`src/rtl/fpu_bus_initiator_if.sv`:
```
// Request/response and TinyQV peripheral bus signals for the FPU bus initiator.
//
// Handshakes:
//   req: the request transfers on a rising clock edge where req_valid && req_ready.
//        The initiator raises req_ready only while idle.
//   rsp: the response transfers on a rising clock edge where rsp_valid && rsp_ready.
//        Once raised, rsp_valid, rsp_result and rsp_err stay stable until that edge.
//   bus: a strobe (write_n or read_n == 2'b10) is held with stable address and
//        wdata until a cycle in which bus_data_ready is 1. The access completes
//        at the end of that cycle.
interface fpu_bus_initiator_if #(
  parameter int ADDR_W = 6
);
  logic              req_valid;
  logic              req_ready;
  logic [31:0]       req_a;
  logic [31:0]       req_b;
  logic [1:0]        req_op;
  logic              rsp_valid;
  logic              rsp_ready;
  logic [31:0]       rsp_result;
  logic              rsp_err;
  logic [ADDR_W-1:0] bus_address;
  logic [31:0]       bus_wdata;
  logic [1:0]        bus_write_n;
  logic [1:0]        bus_read_n;
  logic [31:0]       bus_rdata;
  logic              bus_data_ready;

  // Initiator side.
  modport master (
    input  req_valid, req_a, req_b, req_op, rsp_ready, bus_rdata, bus_data_ready,
    output req_ready, rsp_valid, rsp_result, rsp_err,
           bus_address, bus_wdata, bus_write_n, bus_read_n
  );

  // Requester / peripheral side.
  modport slave (
    output req_valid, req_a, req_b, req_op, rsp_ready, bus_rdata, bus_data_ready,
    input  req_ready, rsp_valid, rsp_result, rsp_err,
           bus_address, bus_wdata, bus_write_n, bus_read_n
  );
endinterface

```
`src/rtl/fpu_bus_initiator.sv`:
```
// Bus initiator for the FPU peripheral. It takes one (A, B, op) request and
// runs the register sequence: write A (0x00), write B (0x04), write control
// (0x08), poll busy (0x10) until clear, then read the result (0x0C).
// Bus outputs are decoded from the state register alone. A strobe therefore
// starts the cycle after the state is entered, and reset drops it immediately.
module fpu_bus_initiator #(
  parameter int POLL_MAX = 64,
  parameter int ADDR_W   = 6
) (
  input  logic                clk,
  input  logic                rst_n,
  fpu_bus_initiator_if.master bus,
  output logic [2:0]          state_o
);

  localparam int CNT_W = (POLL_MAX > 1) ? $clog2(POLL_MAX) : 1;
  localparam logic [CNT_W-1:0] POLL_LAST = CNT_W'(POLL_MAX - 1);

  localparam logic [ADDR_W-1:0] ADDR_A    = ADDR_W'(6'h00);
  localparam logic [ADDR_W-1:0] ADDR_B    = ADDR_W'(6'h04);
  localparam logic [ADDR_W-1:0] ADDR_CTRL = ADDR_W'(6'h08);
  localparam logic [ADDR_W-1:0] ADDR_RES  = ADDR_W'(6'h0C);
  localparam logic [ADDR_W-1:0] ADDR_STAT = ADDR_W'(6'h10);

  localparam logic [1:0] STROBE_IDLE = 2'b11;
  localparam logic [1:0] STROBE_32   = 2'b10;

  typedef enum logic [2:0] {
    S_IDLE    = 3'd0,
    S_WR_A    = 3'd1,
    S_WR_B    = 3'd2,
    S_WR_CTRL = 3'd3,
    S_POLL    = 3'd4,
    S_RD_RES  = 3'd5,
    S_RESP    = 3'd6
  } state_t;

  state_t            state_q, state_d;
  logic [31:0]       a_q, b_q;
  logic [1:0]        op_q;
  logic [CNT_W-1:0]  cnt_q;
  logic [31:0]       result_q;
  logic              err_q;

  logic poll_busy;
  logic poll_last;

  assign poll_busy = bus.bus_rdata[0];
  assign poll_last = (cnt_q == POLL_LAST);
  assign state_o   = state_q;

  // State register.
  always_ff @(posedge clk or negedge rst_n) begin
    if (!rst_n) state_q <= S_IDLE;
    else        state_q <= state_d;
  end

  // Next-state logic. Each bus state advances only on bus_data_ready.
  always_comb begin
    state_d = state_q;
    unique case (state_q)
      S_IDLE:    if (bus.req_valid) state_d = (bus.req_op == 2'b00) ? S_RESP : S_WR_A;
      S_WR_A:    if (bus.bus_data_ready) state_d = S_WR_B;
      S_WR_B:    if (bus.bus_data_ready) state_d = S_WR_CTRL;
      S_WR_CTRL: if (bus.bus_data_ready) state_d = S_POLL;
      S_POLL: begin
        if (bus.bus_data_ready) begin
          if (!poll_busy)     state_d = S_RD_RES;
          else if (poll_last) state_d = S_RESP;
        end
      end
      S_RD_RES:  if (bus.bus_data_ready) state_d = S_RESP;
      S_RESP:    if (bus.rsp_ready) state_d = S_IDLE;
      default:   state_d = S_IDLE;
    endcase
  end

  // Output decode: address, data and the single active strobe for each state.
  always_comb begin
    bus.req_ready   = 1'b0;
    bus.rsp_valid   = 1'b0;
    bus.bus_address = '0;
    bus.bus_wdata   = '0;
    bus.bus_write_n = STROBE_IDLE;
    bus.bus_read_n  = STROBE_IDLE;
    unique case (state_q)
      S_IDLE: bus.req_ready = 1'b1;
      S_WR_A: begin
        bus.bus_address = ADDR_A;
        bus.bus_wdata   = a_q;
        bus.bus_write_n = STROBE_32;
      end
      S_WR_B: begin
        bus.bus_address = ADDR_B;
        bus.bus_wdata   = b_q;
        bus.bus_write_n = STROBE_32;
      end
      S_WR_CTRL: begin
        bus.bus_address = ADDR_CTRL;
        bus.bus_wdata   = {30'b0, op_q};
        bus.bus_write_n = STROBE_32;
      end
      S_POLL: begin
        bus.bus_address = ADDR_STAT;
        bus.bus_read_n  = STROBE_32;
      end
      S_RD_RES: begin
        bus.bus_address = ADDR_RES;
        bus.bus_read_n  = STROBE_32;
      end
      S_RESP: bus.rsp_valid = 1'b1;
      default: ;
    endcase
    bus.rsp_result = result_q;
    bus.rsp_err    = err_q;
  end

  // Datapath: request capture, poll counter and response registers.
  always_ff @(posedge clk or negedge rst_n) begin
    if (!rst_n) begin
      a_q      <= '0;
      b_q      <= '0;
      op_q     <= '0;
      cnt_q    <= '0;
      result_q <= '0;
      err_q    <= 1'b0;
    end else begin
      unique case (state_q)
        S_IDLE: begin
          if (bus.req_valid) begin
            a_q  <= bus.req_a;
            b_q  <= bus.req_b;
            op_q <= bus.req_op;
            if (bus.req_op == 2'b00) begin
              result_q <= '0;
              err_q    <= 1'b1;
            end
          end
        end
        S_WR_CTRL: cnt_q <= '0;
        S_POLL: begin
          if (bus.bus_data_ready && poll_busy) begin
            if (poll_last) begin
              result_q <= '0;
              err_q    <= 1'b1;
            end else begin
              // Saturating: the last poll value exits above, so this never wraps.
              cnt_q <= cnt_q + 1'b1;
            end
          end
        end
        S_RD_RES: begin
          if (bus.bus_data_ready) begin
            result_q <= bus.bus_rdata;
            err_q    <= 1'b0;
          end
        end
        default: ;
      endcase
    end
  end

endmodule

```
`src/flat_wrapper.sv`:
```
// flat-port wrapper written by rule: the top's interface ports become plain ports
module fpu_bus_initiator_flat 
#(
  parameter int POLL_MAX = 64,
  parameter int ADDR_W   = 6
)
  (clk, rst_n, state_o, bus_req_valid, bus_req_a, bus_req_b, bus_req_op, bus_rsp_ready, bus_bus_rdata, bus_bus_data_ready, bus_req_ready, bus_rsp_valid, bus_rsp_result, bus_rsp_err, bus_bus_address, bus_bus_wdata, bus_bus_write_n, bus_bus_read_n);
  fpu_bus_initiator_if #(.ADDR_W(ADDR_W)) bus_i ();
  input  logic clk;
  input  logic rst_n;
  output logic [2:0] state_o;
  input wire logic [$bits(bus_i.req_valid)-1:0] bus_req_valid;
  input wire logic [$bits(bus_i.req_a)-1:0] bus_req_a;
  input wire logic [$bits(bus_i.req_b)-1:0] bus_req_b;
  input wire logic [$bits(bus_i.req_op)-1:0] bus_req_op;
  input wire logic [$bits(bus_i.rsp_ready)-1:0] bus_rsp_ready;
  input wire logic [$bits(bus_i.bus_rdata)-1:0] bus_bus_rdata;
  input wire logic [$bits(bus_i.bus_data_ready)-1:0] bus_bus_data_ready;
  output wire logic [$bits(bus_i.req_ready)-1:0] bus_req_ready;
  output wire logic [$bits(bus_i.rsp_valid)-1:0] bus_rsp_valid;
  output wire logic [$bits(bus_i.rsp_result)-1:0] bus_rsp_result;
  output wire logic [$bits(bus_i.rsp_err)-1:0] bus_rsp_err;
  output wire logic [$bits(bus_i.bus_address)-1:0] bus_bus_address;
  output wire logic [$bits(bus_i.bus_wdata)-1:0] bus_bus_wdata;
  output wire logic [$bits(bus_i.bus_write_n)-1:0] bus_bus_write_n;
  output wire logic [$bits(bus_i.bus_read_n)-1:0] bus_bus_read_n;
  assign bus_i.req_valid = bus_req_valid;
  assign bus_i.req_a = bus_req_a;
  assign bus_i.req_b = bus_req_b;
  assign bus_i.req_op = bus_req_op;
  assign bus_i.rsp_ready = bus_rsp_ready;
  assign bus_i.bus_rdata = bus_bus_rdata;
  assign bus_i.bus_data_ready = bus_bus_data_ready;
  assign bus_req_ready = bus_i.req_ready;
  assign bus_rsp_valid = bus_i.rsp_valid;
  assign bus_rsp_result = bus_i.rsp_result;
  assign bus_rsp_err = bus_i.rsp_err;
  assign bus_bus_address = bus_i.bus_address;
  assign bus_bus_wdata = bus_i.bus_wdata;
  assign bus_bus_write_n = bus_i.bus_write_n;
  assign bus_bus_read_n = bus_i.bus_read_n;
  fpu_bus_initiator #(.POLL_MAX(POLL_MAX), .ADDR_W(ADDR_W)) u_core (.clk(clk), .rst_n(rst_n), .bus(bus_i), .state_o(state_o));
endmodule
```
`config.mk`:
```
export PLATFORM = sky130hd
export DESIGN_NAME = fpu_bus_initiator_flat
export DESIGN_NICKNAME = d
export VERILOG_FILES = /design/src/rtl/fpu_bus_initiator_if.sv /design/src/rtl/fpu_bus_initiator.sv /design/src/flat_wrapper.sv
export SDC_FILE = /design/constraint.sdc
export NUM_CORES = 1
export LEC_CHECK = 0
export ABC_CLOCK_PERIOD_IN_PS = 2200
export BUFFER_PORTS_ARGS = -buffer_cell sky130_fd_sc_hd__buf_2
export CAP_MARGIN = 20
export CORE_ASPECT_RATIO = 0.8
export CORE_UTILIZATION = 51
export CTS_BUF_LIST = sky130_fd_sc_hd__clkbuf_4
export CTS_CLUSTER_DIAMETER = 80
export DETAILED_ROUTE_END_ITERATION = 12
export PLACE_DENSITY = 0.8
export RECOVER_POWER = 25
export SYNTH_ARGS = -nofsm -noshare
export SYNTH_HDL_FRONTEND = slang
export SYNTH_SLANG_ARGS = --single-unit
```
`constraint.sdc`:
```
create_clock -name clk -period 2.2 [get_ports clk]
set_input_delay 0.11 -clock clk [delete_from_list [all_inputs] [get_ports clk]]
set_output_delay 0.11 -clock clk [all_outputs]
set_load 0.05 [all_outputs]
```
==> reports/results.ini <==
[sta]
timing_max_transition_violations_final = 28
hold_viol = 0
whs_ps = 386
timing.final.setup_violations = 0
upper_clock_frequency_limit_mhz = 477
postLayoutSetupSlackWorst_ps = 104
timing.max_slew.rel_slack_pct = -10.4
finClkSkew_ps = 17.0
tightestPinTransition_ps = 1660
fin_crit_sh_pct = 95.3
final_period_minus_worst_setup_slack_ps = 2100
fin_setup_tns_ps = 0

[cts]
cts-htree-levels = 3
clock_tree.root_cell = clkbuf_4
cts_buffers = 9
cts.reportedPaths.clkPinSlew_ps = 170
cts_buffer_depth = 2
clock_latency_on_the_worst_skew_pair_ps = 480
cts_tree = built
clkSinkCount = 108

[power]
net-switching-power_uw = 5480
pwr-share-seq_pct = 31.9
power_density_nw_per_um2 = 1530
design_power_uw = 11300
vdd_ir_drop_max_mv = 0.911
share_comb_of_total_power_pct = 58.0
int_power_uw = 5780
netSwitchingFraction_pct = 48.7
leakagePower_uw = 0.00348
power_frac_clock_pct = 10.1

[final_layout]
most_frequent_standard_cell_in_the_layout_excluding_fill_and_tap_cells = buf_2
drive_above_1_share_pct = 42.0
nNetsFinal = 799
area_growth_pct = 47.5
antenna-diode-count = 0
num-fill-cells = 540
layout_common_cells = 146 x buf_2, 105 x dfrtp_1, 103 x dlygate4sd3_1

[setup_path]
critical_path.endpoint_type = output pin
kind_of_critical_path = reg2out
startpoint_type = flip-flop
worstPathArrival_ps = 1990
reg2regPathDepth = 6
setup.reg_to_reg.worst_slack_ps = 330
path_max_fanout = 7
reg2reg_to = u_core.state_o[2]
critical_path_required_ps = 2090
timing.rr.start = u_core.state_o[2]

[worst_hold_path]
endpoint_worst_hold = u_core.a_q[16]
min-delay-start = bus_req_a[16]
hold_path_depth = 3
hp-class = in2reg

[die]
core_region_area_um2 = 9270
start_util_pct = 53.7
floorplan.die_area_um2 = 10200
placement_rows = 31
die-height_um = 90.3
boundaryPins = 183
die_w_um = 112

[grt]
grtUsageTotal_pct = 28.9
global_route.usage.met1_pct = 31.2
met2_usage_pct = 53.5
globalRouteMet3Util_pct = 8.52
grt_remaining_overflow = 0
antenna_found_initial = 0
grt_max_degree = 67
grt_pass1_wl_mm = 22.6
grt-busiest-layer = met2
grt_pass1_vias = 4630

[synth]
gate_count_post_synth = 412
synth_edf_count = 0
synth.avg_cell_area_um2 = 12.1
postSynth.topFlopCell = dfrtp_1
synth_fa_ha_area_share_pct = 0.252
synth_simple_gate_area_share_pct = 6.74
post_synth_num_cell_types = 37
seq_area_frac_synth_pct = 54.3
synth-warning-count = 0
synth-compound-area-share_pct = 9.10
synth-async-reset-ratio_pct = 100
synth_top_family_by_area = multiplexers
synth_xor_xnor_area_share_pct = 0
synth_area_um2 = 4970
synth.area.mux_share_pct = 22.4
synth_seq_cells = 108

[route]
wirelength_mm = 14.6
drt-pass1-iter-count = 4
drt-initial-drc-count = 238
dr_total_vias = 4328
via_per_inst = 5.31
antenna_left = 0
routed_wire_length_per_instance_um = 17.9
post-route-drc-count = 0

[placement]
placement_setup_slack_ps = 368
gp_routability_congestion = 0.871
dp.final_hpwl_mm = 8.17
portBuffers = 177

[status]
status = complete, but fails checks
violations_in_the_final_reports = max-capacitance violations, max-slew violations

[flow_run]
max_cap_violations = 1

worst max-delay path by stage:
| stage | from | cells past startpoint | end |
|---|---|---|---|
| 6_report | u_core.state_o[0] | 6 | bus_bus_wdata[19] |
| 2_1_floorplan | u_core.state_o[2] | 6 | u_core.cnt_q[2] |
| 4_1_cts | u_core.state_o[1] | 5 | bus_bus_wdata[12] |
| 3_5_place_dp | u_core.state_o[0] | 7 | u_core.cnt_q[2] |
| 3_3_place_gp | u_core.state_o[2] | 5 | u_core.bus.rsp_result[14] |
| 5_1_grt | u_core.state_o[0] | 6 | bus_bus_wdata[20] |
layer usage:
metal  routed length [µm]  part of all wire (%)
met3                  955                   6.6
met5                    0                     0
met2                 7670                    53
met1                 5560                    38
met4                  378                   2.6
timing repair:
item,in CTS,in global routing
cloned,0,2
endpoints found under the hold margin,202,0
setup buffers,0,6
pin swaps,0,1
resized for setup,30,8
hold buffers,103,0
setup endpoints to repair,30,30
flip-flops by register name, indices dropped and copies added (netlist names):
signal                 cells
u_core.b_q                32
u_core.state_o             3
u_core.op_q                2
u_core.bus.rsp_err         1
u_core.bus.rsp_result     32
u_core.a_q                32
u_core.cnt_q               6
worst max-delay path, stage by stage (launching register included):
cell and delay, ps:
dfrtp_2 440, clkinvlp_4 180, nor3_4 180, buf_4 170, buf_6 150, a22o_1 190
buf_4 210
logic make-up (layout without fill, tap and decap cells):
family / after synthesis / in the layout
other: 2 / 5
muxes: 103 / 103
DFF: 108 / 108
buffers and inverters: 65 / 350
AOI/OAI and AO/OA: 58 / 58
adders and majority gates: 1 / 1
and+or+nand+nor: 75 / 75
synth_stat cells, drive strengths merged (2+ instances only):
master / count / area share [%]
o21ai: 5 / 0.50
a21oi: 8 / 0.88
and2: 2 / 0.25
nor3: 9 / 0.91
clkbuf: 8 / 0.60
and3: 3 / 0.38
o2bb2ai: 3 / 0.53
mux2i: 35 / 7.0
dfrtp: 108 / 54
or2: 3 / 0.38
conb: 2 / 0.15
nand2: 38 / 2.9
inv: 35 / 2.6
buf: 22 / 3.7
a22oi: 2 / 0.30
mux2: 68 / 15
nand2b: 3 / 0.38
nand3: 5 / 0.50
nor2: 9 / 0.68
a22o: 31 / 5.5
o22ai: 2 / 0.25
power by group through the flow:
stage               registers [µW]  logic, µW  clock network [µW]
finish                        3590       6530                1130
global route                  3670       6860                1250
CTS                           3510       6250                1160
detailed placement            3560       5900                   0
global placement              3490       5770                   0
floorplan                     4460       3640                   0
per-stage QoR:
step,utilization [%],cells,area [µm²]
2_1_floorplan,-,415,4990
3_3_place_gp,64.3,688,5960
3_5_place_dp,64.3,688,5960
4_1_cts,78.0,807,7230
5_1_grt,79.1,815,7340
6_report,79.1,815,7340
cell type report:
type / instances / area, µm² / share of cell area [%]
Timing Repair Buffer: 299 / 2220 / 30.3
Multi-Input combinational cell: 242 / 1970 / 26.8
Inverter: 35 / 135 / 1.84
Clock buffer: 9 / 67.6 / 0.921
Sequential cell: 108 / 2710 / 36.9
Clock inverter: 7 / 96.3 / 1.31
Tap cell: 115 / 144 / 1.96
Power figures use the tool's default switching activity.
